===== src/rtl/led_rgb_pwm.sv =====
// RGB LED output stage: period-aligned colour/duty latch, PWM dimming
// and an optional blink FSM stepped once per PWM period.
module led_rgb_pwm #(
    parameter int PWM_W      = 8,
    parameter int BLINK_HALF = 195312
) (
    input  logic             clk,
    input  logic             reset,
    input  logic [2:0]       color_in,
    input  logic [PWM_W-1:0] duty,
    input  logic             blink_en,
    output logic [2:0]       rgb_pwm,
    output logic             period_tick
);

    localparam int BW = $clog2(BLINK_HALF + 1);
    localparam logic [PWM_W-1:0] CNT_MAX = {PWM_W{1'b1}};
    localparam logic [BW-1:0] BLINK_LAST = BW'(BLINK_HALF - 1);

    typedef enum logic {
        BLINK_ON  = 1'b0,
        BLINK_OFF = 1'b1
    } blink_e;

    logic [PWM_W-1:0] cnt_q, cnt_d;
    logic [2:0]       col_q, col_d;
    logic [PWM_W-1:0] duty_q, duty_d;
    logic             ben_q, ben_d;
    blink_e           state_q, state_d;
    logic [BW-1:0]    bcnt_q, bcnt_d;
    logic [2:0]       rgb_q, rgb_d;
    logic             tick_q, tick_d;
    logic             boundary;
    logic             pwm_on;

    always_ff @(posedge clk) begin
        if (reset) begin
            cnt_q   <= '0;
            col_q   <= '0;
            duty_q  <= '0;
            ben_q   <= 1'b0;
            state_q <= BLINK_ON;
            bcnt_q  <= '0;
            rgb_q   <= '0;
            tick_q  <= 1'b0;
        end else begin
            cnt_q   <= cnt_d;
            col_q   <= col_d;
            duty_q  <= duty_d;
            ben_q   <= ben_d;
            state_q <= state_d;
            bcnt_q  <= bcnt_d;
            rgb_q   <= rgb_d;
            tick_q  <= tick_d;
        end
    end

    always_comb begin
        cnt_d    = cnt_q + 1'b1;
        col_d    = col_q;
        duty_d   = duty_q;
        ben_d    = ben_q;
        state_d  = state_q;
        bcnt_d   = bcnt_q;
        boundary = (cnt_q == CNT_MAX);
        tick_d   = boundary;
        // Mask uses the currently latched settings; new ones apply from count 0
        pwm_on = (state_q == BLINK_ON) &&
                 ((duty_q == CNT_MAX) || (cnt_q < duty_q));
        rgb_d = col_q & {3{pwm_on}};
        if (boundary) begin
            col_d  = color_in;
            duty_d = duty;
            ben_d  = blink_en;
            if (!blink_en || !ben_q) begin
                state_d = BLINK_ON;
                bcnt_d  = '0;
            end else if (bcnt_q == BLINK_LAST) begin
                bcnt_d = '0;
                case (state_q)
                    BLINK_ON:  state_d = BLINK_OFF;
                    BLINK_OFF: state_d = BLINK_ON;
                    default:   state_d = BLINK_ON;
                endcase
            end else begin
                bcnt_d = bcnt_q + 1'b1;
            end
        end
    end

    assign rgb_pwm     = rgb_q;
    assign period_tick = tick_q;

endmodule


===== config.mk =====
export PLATFORM = sky130hd
export DESIGN_NAME = led_rgb_pwm
export DESIGN_NICKNAME = d
export VERILOG_FILES = /design/src/rtl/led_rgb_pwm.sv
export SDC_FILE = /design/constraint.sdc
export NUM_CORES = 1
export LEC_CHECK = 0
export CORE_ASPECT_RATIO = 1.1
export CORE_MARGIN = 2
export CORE_UTILIZATION = 56
export DETAILED_ROUTE_END_ITERATION = 6
export GPL_ROUTABILITY_DRIVEN = 0
export HOLD_SLACK_MARGIN = 0.15
export PLACE_DENSITY = 0.78
export SETUP_SLACK_MARGIN = 0.1
export SLEW_MARGIN = 10
export SYNTH_ARGS = -nofsm -noshare
export SYNTH_HDL_FRONTEND = slang
export SYNTH_SLANG_ARGS = --single-unit

===== constraint.sdc =====
create_clock -name clk -period 2.5 [get_ports clk]
set_input_delay 0.5 -clock clk [delete_from_list [all_inputs] [get_ports clk]]
set_output_delay 0.5 -clock clk [all_outputs]
set_load 0.005 [all_outputs]

==> flow_summary.json, run 1 <==
{
  "dieArea_um2": 4086,
  "post-dp-hpwl_um": 2863,
  "worst_pin_slew_ns": 0.4965,
  "synth_cell_types": 36,
  "drcViolationCount": 0,
  "drive_gt1_share_pct": 7.090,
  "p_sw_share_pct": 24.26,
  "die_w_um": 61.13,
  "track_usage_pct": 23.46,
  "cts_resized": 0,
  "worstSkewPairLatency_ns": 0.37,
  "synth.avg_cell_area_um2": 8.173,
  "vias": 1717,
  "worst_hold_path_type": "register to register",
  "postSynthCellCount": 246,
  "worstPathRequired_ns": 2.77,
  "power_density_nw_per_um2": 473.9,
  "rows": 22,
  "dp_cells": 308,
  "n_antenna_cell": 0,
  "setup.worst_path.start": "bcnt_q[0]",
  "p_seq_share_pct": 63.8,
  "hold_viol": 0,
  "final_common_cell": "dfxtp_1",
  "min_period_over_period_pct": 84.63,
  "cts_tree": "done",
  "irDropWorstVdd_uv": 380.7,
  "synthDominantCellAreaShare_pct": 42.81,
  "ctsHoldBuffers": 0,
  "yosys_warnings": 0,
  "drv_slew": 0,
  "htreeDepth": 2,
  "fin_skew_ns": 0.01570,
  "initial_core_util_pct": 59.39,
  "setup_viol": 0,
  "end_kind": "register",
  "slowest_delay_ns": 0.46,
  "die_h_um": 66.85,
  "synth_area_um2": 2011,
  "cp_cell_sequence": "ha_1 -> nand4b_1 -> nor4_4 -> a21oi_1 -> buf_4 -> a21o_1 -> a22o_1",
  "grt_pass1_wl_um": 7051,
  "layout_common_cells": "dfxtp_1, nand2_1, a21oi_1, nor2_1, nand3_1",
  "cts_buffer_depth": 2,
  "setup_tns_ns": 0,
  "p_clk_share_pct": 31.1,
  "rsz0062_at_grt": "no",
  "root_buffer": "clkbuf_4",
  "slew_headroom_pct": 66.78,
  "p_int_w": 0.0008291,
  "port_buffers": 17,
  "synth_fp_nets": 269,
  "synth-seq-cells": 43,
  "avgRoutedWirePerCell_um": 12.68,
  "min_from": "duty_q[2]",
  "p_sw_w": 0.0002656,
  "fin_cells": 316,
  "max-cap-violations": 0,
  "reg2reg_from": "bcnt_q[0]",
  "antenna_left": 0,
  "ios": 18,
  "cp_slowest_cell": "nor4_4",
  "clock_sinks": 43,
  "total_leakage_power_nw": 0.8081,
  "max_clock_freq_mhz": 472.6,
  "post-cts-setup-buffers": 0,
  "drt_first_pass_iters": 4,
  "totalWireLength_um": 4008,
  "routed_via_density": 5.434,
  "yosysTopAreaCell": "dfxtp_1",
  "grt_max_degree": 32,
  "syn2layout_area_growth_pct": 14.87,
  "grt.overflow.total": 0,
  "antenna_found_initial": 0,
  "yosys-top-cells-area": "dfxtp_1, nand2_1, a21oi_1, ha_1, nand3_1",
  "drtIter0Drc": 74,
  "cp.arrival_ns": 2.38,
  "status": "finished clean",
  "cts.clk_slew.worst_paths_ns": 0.13,
  "cts_buffers": 5,
  "core_um2": 3386,
  "grt_pass1_vias": 1597,
  "path_class": "register to register",
  "cp-start-kind": "register",
  "final_nets": 290,
  "period_needed_ns": 2.116,
  "cp_max_fo": 6,
  "yosysSeqAreaShare_pct": 42.81,
  "pwr-share-comb_pct": 5.1
}
-- synthesized netlist by cell type (all sizes together) --
master,instances
dfxtp,43
nand2,36
a21oi,26
nor2,21
nand3,19
inv,11
o21ai,11
clkbuf,9
ha,9
xor2,9
nand4,8
and3,6
or3,5
a211oi,3
a21o,3
a22o,3
nor4b,3
or2,3
a31oi,2
and2,2
nand3b,2
nor4,2
a311oi,1
and4,1
nand2b,1
nand4b,1
nor2b,1
nor3,1
o21a,1
or3b,1
or4,1
xnor2,1
-- critical path: cells and delay by family (launching register included) --
family                     cells  cell delay [ns]
buffers and inverters          1             0.18
DFF                            1             0.42
AOI/OAI and AO/OA              3             0.52
and+or+nand+nor                2             0.65
adders and majority gates      1             0.24
-- flip-flops by register name (all words and copies together), names as in the netlist --
name / count
cnt_q: 8
period_tick: 1
rgb_pwm: 3
ben_q: 1
state_q: 1
col_q: 3
duty_q: 8
bcnt_q: 18
-- per-stage QoR --
| step | utilization, % | power (W) | cell area, µm² | setup slack, ns | hold WS (ns) |
|---|---|---|---|---|---|
| 3_3_place_gp | 66.52 | 0.0007693 | 2252 | 0.2701 | 0.4399 |
| 5_1_grt | 68.22 | 0.001142 | 2310 | 0.2291 | 0.4913 |
| 3_5_place_dp | 66.52 | 0.0007703 | 2252 | 0.2175 | 0.4444 |
| 2_1_floorplan | - | 0.0007390 | 2011 | 0.6885 | 0.4252 |
| 6_report | 68.22 | 0.001095 | 2310 | 0.3841 | 0.4613 |
| 4_1_cts | 68.22 | 0.001109 | 2310 | 0.4166 | 0.4649 |
-- worst paths after layout --
check                            endpoint  slack (ns)  depth (start not counted)
worst max register to register  bcnt_q[9]        0.38                          7
worst min-delay path            duty_q[2]        0.46                          2
worst max-delay path            bcnt_q[9]        0.38                          7
worst min register to register  duty_q[2]        0.46                          2
-- per-layer routing --
metal,track usage (%),vias to the layer above,share of wire [%]
met2,38.16,38,47
li1,-,902,-
met3,6.602,5,4.1
met5,0,-,0
met4,8.967,0,1.5
met1,28.80,772,48
-- kinds of logic (layout without fill, tap and decap cells) --
group	after synthesis	after routing	share of synthesized area (%)
and+or+nand+nor	114	114	29.12
adders and majority gates	9	9	5.601
AOI/OAI and AO/OA	50	50	14.37
buffers and inverters	20	42	3.734
DFF	43	43	42.81
xor gates and xnor gates	10	10	4.356
-- power by group through the flow --
stage / sequential, W / clock [W] / combinational, W
2_1_floorplan: 0.000711 / 0 / 0.0000276
5_1_grt: 0.000700 / 0.000379 / 0.0000631
4_1_cts: 0.000698 / 0.000354 / 0.0000571
3_5_place_dp: 0.000713 / 0 / 0.0000569
6_report: 0.000698 / 0.000340 / 0.0000563
3_3_place_gp: 0.000713 / 0 / 0.0000562
-- layout make-up --
type                    count  area [µm²]
clock buffers               5       37.54
repair buffers             23       215.2
flip-flops and latches     43       860.8
fillers                   297        1076
well taps                  48       60.06
multi-input cells         183        1075
clock inverters             3       20.02
inverters                  11       41.29
Note: power is estimated with default switching activity, not from simulation.
==> run 2, diff against run 1 <==
--- a/config.mk
+++ b/config.mk
@@ -7,11 +7,11 @@
 export LEC_CHECK = 0
 export CORE_ASPECT_RATIO = 1.1
 export CORE_MARGIN = 2
-export CORE_UTILIZATION = 56
+export CORE_UTILIZATION = 51
 export DETAILED_ROUTE_END_ITERATION = 6
 export GPL_ROUTABILITY_DRIVEN = 0
 export HOLD_SLACK_MARGIN = 0.15
-export PLACE_DENSITY = 0.78
+export PLACE_DENSITY = 0.75
 export SETUP_SLACK_MARGIN = 0.1
 export SLEW_MARGIN = 10
 export SYNTH_ARGS = -nofsm -noshare
==> constraint.sdc (replaced) <==
create_clock -name clk -period 1.9 [get_ports clk]
set_input_delay 0.38 -clock clk [delete_from_list [all_inputs] [get_ports clk]]
set_output_delay 0.38 -clock clk [all_outputs]
set_load 0.005 [all_outputs]
==> run 2 against run 1 <==
Clock power increased by 150%. Flip-flop and latch count unchanged. Clock-buffer cell count stayed put. Critical path depth shrank 1. Worst setup slack lost 0.22 ns. Cell area is 13% higher. Non-clock buffer count increased by 16. Routed wire length rose by 11%. Largest power group unchanged. Clock skew shrank 0.010 ns.
==> flow_summary.json, run 2 (synthesized netlist as in run 1, its figures left out) <==
{
  "max-cap-violations": 0,
  "cp.arrival_ns": 1.96,
  "htreeDepth": 2,
  "place_area_um2": 2355,
  "cp-start-kind": "register",
  "cp_max_fo": 3,
  "cts_tree": "done",
  "syn2layout_area_growth_pct": 29.43,
  "cts_buffers": 5,
  "drt_first_pass_iters": 4,
  "rows": 23,
  "drv_slew": 0,
  "cp_slowest_cell": "or3_4",
  "grt.overflow.total": 0,
  "cts_buffer_depth": 2,
  "min_period_over_period_pct": 91.16,
  "worstPathRequired_ns": 2.13,
  "path_class": "register to register",
  "max_clock_freq_mhz": 577.4,
  "routed_via_density": 5.560,
  "rsz0062_at_grt": "no",
  "setup.worst_path.start": "cnt_q[1]",
  "vias": 1857,
  "largest-register": "bcnt_q",
  "status": "finished clean",
  "drcViolationCount": 0,
  "grt_max_degree": 31,
  "die_h_um": 69.86,
  "totalWireLength_um": 4452,
  "grt_pass1_vias": 1779,
  "dieArea_um2": 4461,
  "track_usage_pct": 21.99,
  "final_nets": 306,
  "core_um2": 3712,
  "drive_gt1_share_pct": 19.01,
  "n_antenna_cell": 0,
  "ctsHoldBuffers": 0,
  "cts.clk_slew.worst_paths_ns": 0.08,
  "largest_reg_flops": 18,
  "antenna_found_initial": 0,
  "clock_sinks": 43,
  "power_density_nw_per_um2": 714.7,
  "reg2reg_from": "cnt_q[1]",
  "fin_skew_ns": 0.005624,
  "initial_core_util_pct": 54.16,
  "worst_pin_slew_ns": 0.5273,
  "total_leakage_power_nw": 0.9352,
  "layout_common_cells": "nand2_1, dfxtp_1, a21oi_1, nor2_1, buf_4",
  "min_from": "col_q[2]",
  "hold_ws_ns": 0.4550,
  "grt_pass1_wl_um": 7783,
  "ios": 18,
  "worstSkewPairLatency_ns": 0.30,
  "hold_viol": 0,
  "avgRoutedWirePerCell_um": 13.33,
  "end_kind": "register",
  "reg.largest.list": "bcnt_q x18, cnt_q x8, duty_q x8",
  "post-dp-hpwl_um": 3107,
  "period_needed_ns": 1.732,
  "slew_headroom_pct": 64.72,
  "root_buffer": "clkbuf_8",
  "drtIter0Drc": 65,
  "irDropWorstVdd_uv": 582.5,
  "cp_cell_sequence": "ha_4 -> nand3_2 -> or2_4 -> or3_4 -> or3_1 -> o21ai_0",
  "slowest_delay_ns": 0.39,
  "final_common_cell": "nand2_1",
  "die_w_um": 63.87,
  "setup_viol": 0,
  "fin_area_um2": 2603,
  "port_buffers": 17,
  "antenna_left": 0,
  "worst_hold_path_type": "register to register"
}
[run 2: stage by stage]
stage	setup TNS (ns)	util [%]	total power [W]	std cells	setup WS (ns)
floorplan	0	-	0.0009729	246	0.1026
global placement	-0.3894	63.43	0.001017	323	-0.1422
CTS	0	67.54	0.001875	331	0.1078
global route	0	70.10	0.001932	334	0.06961
finish	0	70.10	0.001860	334	0.1680
detailed placement	-0.7461	63.43	0.001019	323	-0.1527
[run 2: layout make-up]
| type | instances | area [µm²] |
|---|---|---|
| multi-input combinational | 183 | 1146 |
| fill | 299 | 1110 |
| sequential | 43 | 873.3 |
| timing repair buffer | 39 | 342.8 |
| clock buffer | 5 | 68.82 |
| clock inverter | 3 | 67.56 |
| tap | 50 | 62.56 |
| inverter | 11 | 41.29 |
[run 2: routing by layer]
layer	track usage, %	wire length, µm	vias to the layer above
met4	9.420	89	0
met5	0	0	-
li1	-	-	934
met3	4.509	161	7
met1	27.90	1942	867
met2	35.88	2259	49
[run 2: critical path: cells and delay by family (launching register included)]
family | cells | cell delay, ns
AO/OA/AOI/OAI | 1 | 0.08
adder cells (fa/ha/maj) | 1 | 0.14
flip-flops | 1 | 0.37
AND/OR/NAND/NOR | 4 | 1.07
[run 2: final timing paths]
path	end	slack (ns)	depth (start not counted)
worst min-delay path	col_q[2]	0.46	2
worst max register to register	bcnt_q[10]	0.17	6
worst min register to register	col_q[2]	0.46	2
worst max-delay path	bcnt_q[10]	0.17	6
[run 2: power by group]
| part | internal (W) | switching, W | total (W) |
|---|---|---|---|
| Combinational | 0.0000505 | 0.0000410 | 0.0000916 |
| Sequential | 0.000909 | 0.0000109 | 0.000920 |
| Clock | 0.000524 | 0.000325 | 0.000849 |
[run 2: timing repair]
item	4_1_cts	5_1_grt
resized for setup	5	23
pin swaps	0	6
setup buffers	0	3
endpoints found under the setup margin	6	11
==> run 3, diff against run 2 <==
--- a/config.mk
+++ b/config.mk
@@ -13,6 +13,7 @@
 export HOLD_SLACK_MARGIN = 0.15
 export PLACE_DENSITY = 0.75
 export SETUP_SLACK_MARGIN = 0.1
+export SKIP_CTS_REPAIR_TIMING = 1
 export SLEW_MARGIN = 10
 export SYNTH_ARGS = -nofsm -noshare
 export SYNTH_HDL_FRONTEND = slang
==> run 3 against run 2 <==
Routed wire length up 0.13%. Final cell count unchanged. Combinational power down 1%. Sequential power about the same. Global-route usage down 0.068 points. Highest routed layer unchanged. Critical endpoint is now bcnt_q[11].
==> flow_summary.json, run 3 (synthesized netlist as in run 1, its figures left out) <==
{
  "status": "finished clean",
  "r2r-end": "bcnt_q[11]",
  "vias": 1854,
  "worstPathRequired_ns": 2.10,
  "end_kind": "register",
  "die_w_um": 63.87,
  "worst_pin_slew_ns": 0.5317,
  "total_leakage_power_nw": 0.9366,
  "syn2layout_area_growth_pct": 29.31,
  "drv_slew": 0,
  "routed_via_density": 5.551,
  "cp_slowest_cell": "dfxtp_2",
  "regToRegSetupSlack_ns": 0.17,
  "largest-register": "bcnt_q",
  "cp.arrival_ns": 1.93,
  "cp.depth": 7,
  "slew_headroom_pct": 64.42,
  "total_power_w": 0.001861,
  "worstSkewPairLatency_ns": 0.30,
  "max_clock_freq_mhz": 578.8,
  "reg.largest.list": "bcnt_q x18, cnt_q x8, duty_q x8",
  "grt.overflow.total": 0,
  "p_seq_share_pct": 49.4,
  "place_area_um2": 2355,
  "initial_core_util_pct": 54.16,
  "path_class": "register to register",
  "dieArea_um2": 4461,
  "cp-start-kind": "register",
  "cp_max_fo": 5,
  "final_nets": 306,
  "p_int_w": 0.001483,
  "cts.clk_slew.worst_paths_ns": 0.08,
  "hold_viol": 0,
  "cp_cell_sequence": "ha_4 -> nand4b_1 -> nor4_4 -> a21oi_2 -> buf_6 -> a21o_1 -> a22o_1",
  "n_antenna_cell": 0,
  "drcViolationCount": 0,
  "fill_cells": 296,
  "dp_cells": 323,
  "slowest_delay_ns": 0.36,
  "rsz0062_at_grt": "no",
  "drtIter0Drc": 56,
  "setup.worst_path.end": "bcnt_q[11]",
  "setup.worst_path.start": "bcnt_q[1]",
  "clock_sinks": 43,
  "period_needed_ns": 1.728,
  "critPathBufInv": 1,
  "min_period_over_period_pct": 90.93,
  "fin_cells": 334,
  "htreeDepth": 2,
  "port_buffers": 17,
  "cts_tree": "done",
  "irDropWorstVdd_uv": 608.3,
  "r2r_cells": 7,
  "p_sw_w": 0.0003783,
  "totalWireLength_um": 4458,
  "grt_max_degree": 31,
  "fin_skew_ns": 0.004965,
  "grt_pass1_vias": 1762,
  "setup_viol": 0,
  "cts_buffer_depth": 2,
  "antenna_found_initial": 0,
  "root_buffer": "clkbuf_8",
  "cts_buffers": 5,
  "post-dp-hpwl_um": 3107,
  "largest_reg_flops": 18,
  "drt_first_pass_iters": 4,
  "drive_gt1_share_pct": 19.72,
  "antenna_left": 0,
  "final_common_cell": "nand2_1",
  "avgRoutedWirePerCell_um": 13.35,
  "core_um2": 3712,
  "layout_common_cells": "nand2_1, dfxtp_1, a21oi_1, nor2_1, buf_4",
  "max-cap-violations": 0,
  "reg2reg_from": "bcnt_q[1]",
  "rows": 23,
  "track_usage_pct": 21.92,
  "grt_pass1_wl_um": 7755,
  "worst_hold_path_type": "register to register",
  "fin_area_um2": 2600,
  "crit_family": "simple AND/OR/NAND/NOR gates",
  "hold_ws_ns": 0.4593,
  "p_sw_share_pct": 20.32,
  "ios": 18,
  "die_h_um": 69.86,
  "power_density_nw_per_um2": 715.9,
  "pwr-share-comb_pct": 4.9,
  "p_clk_share_pct": 45.7
}
-- run 3: worst min path at each step --
| stage | depth (start not counted) | slack [ns] | end | from |
|---|---|---|---|---|
| after floorplan | 1 | 0.43 | cnt_q[0] | cnt_q[0] |
| after global placement | 2 | 0.44 | col_q[2] | col_q[2] |
| after detailed placement | 2 | 0.44 | col_q[2] | col_q[2] |
| after CTS | 2 | 0.46 | col_q[2] | col_q[2] |
| after global routing | 2 | 0.49 | col_q[0] | col_q[0] |
| final | 2 | 0.46 | duty_q[1] | duty_q[1] |
-- run 3: cell type report --
class	instances	area, µm²	share of cell area [%]
multi-input combinational	183	1140	43.84
timing repair buffer	39	342.8	13.19
tap	50	62.56	2.406
clock inverter	3	67.56	2.599
sequential	43	877.1	33.73
clock buffer	5	68.82	2.647
inverter	11	41.29	1.588
-- run 3: worst reg2reg max path: stages, from the launching register on --
cell      delay [ns]
dfxtp_2         0.36
ha_4            0.13
nand4b_1        0.16
nor4_4          0.36
a21oi_2         0.11
buf_6           0.14
a21o_1          0.15
a22o_1          0.21
-- run 3: metrics by stage --
stage,worst slack [ns],utilization (%),TNS (ns)
after floorplan,0.1026,-,0
after global placement,-0.1422,63.43,-0.3894
after detailed placement,-0.1527,63.43,-0.7461
after CTS,0.03665,67.10,0
after global routing,0.03063,70.04,0
final,0.1724,70.04,0
-- run 3: power groups by stage --
stage / Clock, W / Sequential (W) / Combinational, W
2_1_floorplan: 0 / 0.000936 / 0.0000367
3_3_place_gp: 0 / 0.000938 / 0.0000794
3_5_place_dp: 0 / 0.000938 / 0.0000811
4_1_cts: 0.000870 / 0.000917 / 0.0000834
5_1_grt: 0.000909 / 0.000921 / 0.000101
6_report: 0.000851 / 0.000920 / 0.0000907
-- run 3: routing by layer --
metal / up-vias / track usage, % / share of wire [%] / routed length [µm]
li1: 934 / - / - / -
met1: 873 / 27.90 / 45 / 1990
met2: 42 / 35.88 / 51 / 2265
met3: 5 / 4.509 / 3.2 / 142
met4: 0 / 8.937 / 1.3 / 59
met5: - / 0 / 0 / 0
